## src/rtl/pick_sched_pkg.sv

```systemverilog
// Shared types, widths and sizing helpers for the vision-guided pick scheduler.
package pick_sched_pkg;

    typedef enum logic [2:0] {
        S_IDLE      = 3'd0,
        S_SEARCH    = 3'd1,
        S_CONFIRM   = 3'd2,
        S_ISSUE     = 3'd3,
        S_WAIT_DONE = 3'd4,
        S_SETTLE    = 3'd5,
        S_DONE      = 3'd6
    } state_t;

    localparam int COORD_W = 9;
    localparam int SHAPE_W = 3;
    localparam int COLOR_W = 2;

    // Bits needed for a counter running 0..n-1 (never narrower than 1 bit).
    function automatic int cnt_w(input int n);
        return (n <= 2) ? 1 : $clog2(n);
    endfunction

endpackage

```

## src/rtl/pick_confirm_filter.sv

```systemverilog
// Detection filter: latches a candidate target and counts consecutive
// detections that agree with it within a per-axis tolerance and on shape.
module pick_confirm_filter
    import pick_sched_pkg::*;
#(
    parameter int CONFIRM_N = 3,
    parameter int POS_TOL   = 4
) (
    input  logic               clk,
    input  logic               rst,
    input  logic               clear,
    input  logic               sample_vld,
    input  logic [COORD_W-1:0] x_in,
    input  logic [COORD_W-1:0] y_in,
    input  logic [SHAPE_W-1:0] shape_in,
    output logic               confirmed,
    output logic [COORD_W-1:0] x_o,
    output logic [SHAPE_W-1:0] shape_o,
    output logic [COORD_W-1:0] y_o
);
    localparam int CW = cnt_w(CONFIRM_N + 1);
    localparam logic signed [COORD_W:0] TOL_P = (COORD_W + 1)'(POS_TOL);
    localparam logic signed [COORD_W:0] TOL_N = -TOL_P;

    logic [CW-1:0]      cnt_q, cnt_d;
    logic [COORD_W-1:0] x_q, x_d, y_q, y_d;
    logic [SHAPE_W-1:0] shape_q, shape_d;
    logic signed [COORD_W:0] dx, dy;
    logic               consistent;

    // Tolerance compare and next latched candidate / agreement count.
    always_comb begin
        dx         = $signed({1'b0, x_in}) - $signed({1'b0, x_q});
        dy         = $signed({1'b0, y_in}) - $signed({1'b0, y_q});
        consistent = (dx <= TOL_P) && (dx >= TOL_N) &&
                     (dy <= TOL_P) && (dy >= TOL_N) &&
                     (shape_in == shape_q);
        cnt_d   = cnt_q;
        x_d     = x_q;
        y_d     = y_q;
        shape_d = shape_q;
        if (sample_vld) begin
            if ((cnt_q == '0) || !consistent) begin
                x_d     = x_in;
                y_d     = y_in;
                shape_d = shape_in;
                cnt_d   = CW'(1);
            end else begin
                cnt_d = cnt_q + 1'b1;
            end
        end else if (clear) begin
            cnt_d = '0;
        end
        // Next-state payload is exported so a confirming sample that also
        // re-latches (CONFIRM_N == 1) still hands over its own coordinates.
        confirmed = sample_vld && (cnt_d == CW'(CONFIRM_N));
        x_o       = x_d;
        y_o       = y_d;
        shape_o   = shape_d;
    end

    // Candidate and count registers.
    always_ff @(posedge clk) begin
        if (rst) begin
            cnt_q   <= '0;
            x_q     <= '0;
            y_q     <= '0;
            shape_q <= '0;
        end else begin
            cnt_q   <= cnt_d;
            x_q     <= x_d;
            y_q     <= y_d;
            shape_q <= shape_d;
        end
    end

endmodule

```

## src/rtl/pick_scheduler.sv

```systemverilog
// Pick-loop sequencer: colour sweep, target confirmation, req/ack pick
// command issue, pick counting and post-pick settle delay.
module pick_scheduler
    import pick_sched_pkg::*;
#(
    parameter int TIMEOUT_CYC = 100_000_000,
    parameter int CONFIRM_N   = 3,
    parameter int POS_TOL     = 4,
    parameter int SETTLE_CYC  = 25_000_000,
    parameter int MAX_TARGETS = 6,
    parameter int NUM_COLORS  = 3
) (
    input  logic               clk,
    input  logic               rst,
    input  logic               start,
    input  logic               detect_finish,
    input  logic               target_is_invalid,
    input  logic [COORD_W-1:0] x_in,
    input  logic [COORD_W-1:0] y_in,
    input  logic [SHAPE_W-1:0] shape_in,
    input  logic               sel_a_b,
    input  logic               pick_ack,
    input  logic               pick_done,
    output logic [COLOR_W-1:0] color_sel,
    output logic               pick_req,
    output logic [COORD_W-1:0] pick_x,
    output logic [COORD_W-1:0] pick_y,
    output logic [SHAPE_W-1:0] pick_shape,
    output logic               pick_dest,
    output logic [2:0]         target_cnt,
    output logic               busy,
    output logic               all_done
);
    localparam int TO_W = cnt_w(TIMEOUT_CYC);
    localparam int ST_W = cnt_w(SETTLE_CYC);
    localparam int SW_W = cnt_w(NUM_COLORS + 1);
    localparam logic [TO_W-1:0]    TO_LAST  = TO_W'(TIMEOUT_CYC - 1);
    localparam logic [ST_W-1:0]    ST_LAST  = ST_W'(SETTLE_CYC - 1);
    localparam logic [SW_W-1:0]    SW_END   = SW_W'(NUM_COLORS);
    localparam logic [COLOR_W-1:0] COL_LAST = COLOR_W'(NUM_COLORS - 1);
    localparam logic [2:0]         TGT_END  = 3'(MAX_TARGETS);

    state_t             state_q, state_d;
    logic [COLOR_W-1:0] color_q, color_d;
    logic [SW_W-1:0]    sweep_q, sweep_d;
    logic [TO_W-1:0]    to_cnt_q, to_cnt_d;
    logic [ST_W-1:0]    settle_q, settle_d;
    logic [2:0]         tcnt_q, tcnt_d;
    logic               req_q, req_d, dest_q, dest_d, busy_q, done_q;
    logic [COORD_W-1:0] px_q, px_d, py_q, py_d;
    logic [SHAPE_W-1:0] ps_q, ps_d;

    logic               searching, samp_vld, filt_clr, timeout, complete, confirmed;
    logic [COORD_W-1:0] fx, fy;
    logic [SHAPE_W-1:0] fs;

    assign searching = (state_q == S_SEARCH) || (state_q == S_CONFIRM);
    assign samp_vld  = searching && detect_finish && !target_is_invalid;
    assign filt_clr  = !searching || timeout;

    pick_confirm_filter #(
        .CONFIRM_N (CONFIRM_N),
        .POS_TOL   (POS_TOL)
    ) u_filter (
        .clk        (clk),
        .rst        (rst),
        .clear      (filt_clr),
        .sample_vld (samp_vld),
        .x_in       (x_in),
        .y_in       (y_in),
        .shape_in   (shape_in),
        .confirmed  (confirmed),
        .x_o        (fx),
        .shape_o    (fs),
        .y_o        (fy)
    );

    // Next-state, timers, handshake and pick bookkeeping.
    always_comb begin
        state_d  = state_q;
        color_d  = color_q;
        sweep_d  = sweep_q;
        to_cnt_d = '0;
        settle_d = '0;
        tcnt_d   = tcnt_q;
        req_d    = req_q;
        px_d     = px_q;
        py_d     = py_q;
        ps_d     = ps_q;
        dest_d   = dest_q;
        timeout  = 1'b0;
        complete = 1'b0;
        case (state_q)
            S_IDLE: begin
                color_d = '0;
                sweep_d = '0;
                tcnt_d  = '0;
                if (start) state_d = S_SEARCH;
            end
            S_SEARCH, S_CONFIRM: begin
                if (target_is_invalid) begin
                    if (to_cnt_q == TO_LAST) begin
                        timeout = 1'b1;
                        color_d = (color_q == COL_LAST) ? '0 : color_q + 1'b1;
                        sweep_d = sweep_q + 1'b1;
                        state_d = (sweep_d == SW_END) ? S_DONE : S_SEARCH;
                    end else begin
                        to_cnt_d = to_cnt_q + 1'b1;
                    end
                end else if (confirmed) begin
                    state_d = S_ISSUE;
                    req_d   = 1'b1;
                    px_d    = fx;
                    py_d    = fy;
                    ps_d    = fs;
                    dest_d  = sel_a_b;
                end else if (samp_vld) begin
                    state_d = S_CONFIRM;
                end
            end
            S_ISSUE: begin
                if (pick_ack) begin
                    req_d = 1'b0;
                    if (pick_done) complete = 1'b1;
                    else           state_d  = S_WAIT_DONE;
                end
            end
            S_WAIT_DONE: begin
                if (pick_done) complete = 1'b1;
            end
            S_SETTLE: begin
                if (settle_q == ST_LAST) state_d  = S_SEARCH;
                else                     settle_d = settle_q + 1'b1;
            end
            S_DONE: begin
                if (start) begin
                    color_d = '0;
                    sweep_d = '0;
                    tcnt_d  = '0;
                    state_d = S_SEARCH;
                end
            end
            default: state_d = S_IDLE;
        endcase
        if (complete) begin
            tcnt_d  = (tcnt_q == 3'd7) ? tcnt_q : tcnt_q + 1'b1;
            sweep_d = '0;
            state_d = (tcnt_d == TGT_END) ? S_DONE : S_SETTLE;
        end
    end

    // State, counters and registered outputs.
    always_ff @(posedge clk) begin
        if (rst) begin
            state_q  <= S_IDLE;
            color_q  <= '0;
            sweep_q  <= '0;
            to_cnt_q <= '0;
            settle_q <= '0;
            tcnt_q   <= '0;
            req_q    <= 1'b0;
            px_q     <= '0;
            py_q     <= '0;
            ps_q     <= '0;
            dest_q   <= 1'b0;
            busy_q   <= 1'b0;
            done_q   <= 1'b0;
        end else begin
            state_q  <= state_d;
            color_q  <= color_d;
            sweep_q  <= sweep_d;
            to_cnt_q <= to_cnt_d;
            settle_q <= settle_d;
            tcnt_q   <= tcnt_d;
            req_q    <= req_d;
            px_q     <= px_d;
            py_q     <= py_d;
            ps_q     <= ps_d;
            dest_q   <= dest_d;
            busy_q   <= !((state_d == S_IDLE) || (state_d == S_DONE));
            done_q   <= (state_d == S_DONE);
        end
    end

    assign color_sel  = color_q;
    assign pick_req   = req_q;
    assign pick_x     = px_q;
    assign pick_y     = py_q;
    assign pick_shape = ps_q;
    assign pick_dest  = dest_q;
    assign target_cnt = tcnt_q;
    assign busy       = busy_q;
    assign all_done   = done_q;

endmodule

```

## config.mk

```make
export PLATFORM = sky130hd
export DESIGN_NAME = pick_scheduler
export DESIGN_NICKNAME = d
export VERILOG_FILES = /design/src/rtl/pick_sched_pkg.sv /design/src/rtl/pick_confirm_filter.sv /design/src/rtl/pick_scheduler.sv
export SDC_FILE = /design/constraint.sdc
export NUM_CORES = 1
export LEC_CHECK = 0
export ABC_AREA = 1
export CORE_MARGIN = 2
export CORE_UTILIZATION = 45
export CTS_CLUSTER_SIZE = 40
export DETAILED_ROUTE_END_ITERATION = 16
export PLACE_DENSITY_LB_ADDON = 0.15
export SLEW_MARGIN = 10
export SYNTH_ARGS = -nofsm -noshare
export SYNTH_HDL_FRONTEND = slang
export SYNTH_SLANG_ARGS = --single-unit
export TNS_END_PERCENT = 10
```

## constraint.sdc

```tcl
create_clock -name clk -period 4.7 [get_ports clk]
set_clock_uncertainty 0.1 [all_clocks]
set_input_delay 0.94 -clock clk [delete_from_list [all_inputs] [get_ports clk]]
set_output_delay 0.94 -clock clk [all_outputs]
set_load 0.1 [all_outputs]
```

==> out/metrics.cfg <==
[routing]
avgViaCountPerCell = 4.71
drt_iter0_drc = 360
drc = 0
ant_nets = 0
drt-wirelength-per-cell_um = 11.7
drt_wl_total_um = 14500
drt_pre_antenna_iters = 5
vias = 5850

[placement]
dp_hpwl_um = 11100
place_inst = 1225
port_buffers = 58
dpl_worst_slack_ps = 681
gp_congestion = 0.855

[synth]
yosysWarnings = 0
syn_avg_cell_area_um2 = 6.48
syn_area_um2 = 6480
synth.net_count = 1054
synthArstFlopShare_pct = 0
synth.yosys.seq_area_share_pct = 34.0
synthesis.instances = 1000
ys_types = 46
synth_seq_cells = 110
ys.flop_type = dfxtp_1
synth_edf_count = 0

[sta]
tns_ps = 0
fmax_ghz = 0.270
fin_crit_sh_pct = 78.7
tightest_slew_ps = 1050
setup_viol_count_final = 0
relSlewSlack_pct = 29.6
min_period_ps = 3700
setup_slack_ps = 1000
hold-worst-slack_ps = 348
hold_viol_final = 0
slew_viol_final = 0
rsz0062_at_grt = false

[final_layout]
fill_cells = 1412
nets = 1110
drive_gt1_share_pct = 5.18
fin_cells = 1241
seqCellArea_um2 = 2200
mostFrequentLayoutCell = nand2_1
antenna_cells = 0
multi_input_area_um2 = 3430
mostFrequentLayoutCells = nand2_1, inv_1, nor2_1
syn_to_final_growth_pct = 15.9

[worst_setup_path]
critPathKind = in2reg
cp_max_fo = 20
required_ps = 4860
crit_path_start_kind = input pin
cp_data_arrival_time_ps = 3850
cp-end-kind = flop

[power_and_ir_drop]
power_mw = 2.12
p_leak_nw = 3.17
power.density_nw_per_um2 = 282
vdd_ir_drop_max_uv = 201

[min_path]
hold_class = reg2reg

[die]
core-area_um2 = 14000
die_h_um = 124
io_pins = 59
fp.dieW_um = 124
start_util_pct = 46.3
row_count = 43
dieArea_um2 = 15400

[clocking]
clock-sinks = 110
hold_buffers = 0
cts_max_path_buffers = 2
cts.clk_slew.worst_paths_ps = 70
cts-root-buf = clkbuf_16
clock_latency_ps = 350
htree_levels = 3
cts_resized = 0
postCtsSetupBuffers = 0
cts_buffers = 9
cts_tree = yes

[job]
drv_cap = 0

[global_route]
grt_pass1_wl_um = 24500
grt.overflow.total = 0
antenna_found_initial = 0
grt.total_usage_pct = 20.0
grt_pass1_vias = 5353
grt_max_degree = 29

[run_status]
outcome = finished clean

cell usage after synthesis (all sizes together) (2+ instances only):
| cell | instances | area, um^2 |
|---|---|---|
| a211oi | 4 | 30.0 |
| a21oi | 42 | 218 |
| a31oi | 3 | 18.8 |
| and3 | 3 | 20.0 |
| buf | 11 | 98.8 |
| clkbuf | 6 | 22.5 |
| clkinv | 3 | 11.3 |
| dfxtp | 110 | 2200 |
| fa | 2 | 40.0 |
| ha | 23 | 288 |
| inv | 191 | 717 |
| nand2 | 275 | 1050 |
| nand3 | 56 | 290 |
| nand3b | 19 | 143 |
| nand4 | 18 | 128 |
| nor2 | 132 | 537 |
| nor3 | 28 | 145 |
| nor3b | 8 | 60.1 |
| nor4 | 6 | 50.0 |
| o21a | 5 | 37.5 |
| o21ai | 24 | 120 |
| o21bai | 4 | 30.0 |
| or2 | 4 | 25.0 |
| xnor2 | 6 | 52.6 |
| xor2 | 9 | 78.8 |
kinds of logic after synthesis:
family,Yosys count,share of synthesized area [%]
AO/OA/AOI/OAI,88,7.78
XOR/XNOR,15,2.03
adder cells (fa/ha/maj),25,5.06
buffers and inverters,211,13.1
flip-flops,110,34.0
AND/OR/NAND/NOR,551,38.1
area by class of cell:
class / count / area share (%)
multi-input cells: 679 / 45.7
repair buffers: 62 / 8.13
clock buffers: 11 / 3.10
flip-flops and latches: 110 / 29.3
clock inverters: 5 / 1.10
inverters: 194 / 9.69
well taps: 180 / 3.00
metrics by stage:
step	utilization [%]	area, um^2
after floorplan	-	6480
after global placement	51.4	7200
after detailed placement	51.4	7200
after CTS	53.7	7510
after global routing	53.7	7510
final	53.7	7510
routing by layer:
| layer | up-vias | part of all wire (%) | global-route usage, % |
|---|---|---|---|
| met3 | 14 | 3.6 | 3.48 |
| met5 | - | 0 | 0 |
| met4 | 0 | 1.4 | 6.25 |
| met2 | 77 | 43 | 31.6 |
| met1 | 2536 | 52 | 27.8 |
| li1 | 3223 | - | - |
registers in the layout, indices dropped and copies added (netlist names):
signal            cells
pick_shape            3
pick_x                9
sweep_q               2
pick_dest             1
u_filter.y_q          9
pick_y                9
busy                  1
color_sel             2
to_cnt_q             27
state_q               3
pick_req              1
u_filter.cnt_q        2
all_done              1
u_filter.shape_q      3
target_cnt            3
settle_q             25
u_filter.x_q          9
critical path: stages:
cell and delay [ps]:
clkdlybuf4s50_1 460, inv_1 70, ha_1 220, fa_1 410
inv_1 90, nand3_1 90, nand2_1 100, nand2_1 70
nand3b_1 80, nand2_1 70, nor2_1 90, nand3_1 90
nand2_1 60, nand2_1 70, nor2_2 260, nand4_4 120
inv_2 300, nand2_1 110, nand2_1 90, nor2_2 30
power by group:
part           total, mW  switching (mW)  internal (mW)
clock network      0.816           0.346          0.470
logic              0.347           0.224          0.124
registers          0.958         0.00836          0.949
final timing paths:
check | start | to | slack, ps | cells past startpoint
worst min register to register | settle_q[0] | settle_q[0] | 350 | 1
worst min-delay path | settle_q[0] | settle_q[0] | 350 | 1
worst max-delay path | y_in[0] | pick_x[7] | 1000 | 20
worst max register to register | u_filter.y_q[0] | pick_x[7] | 1800 | 18
(Power assumes the default switching activity.)
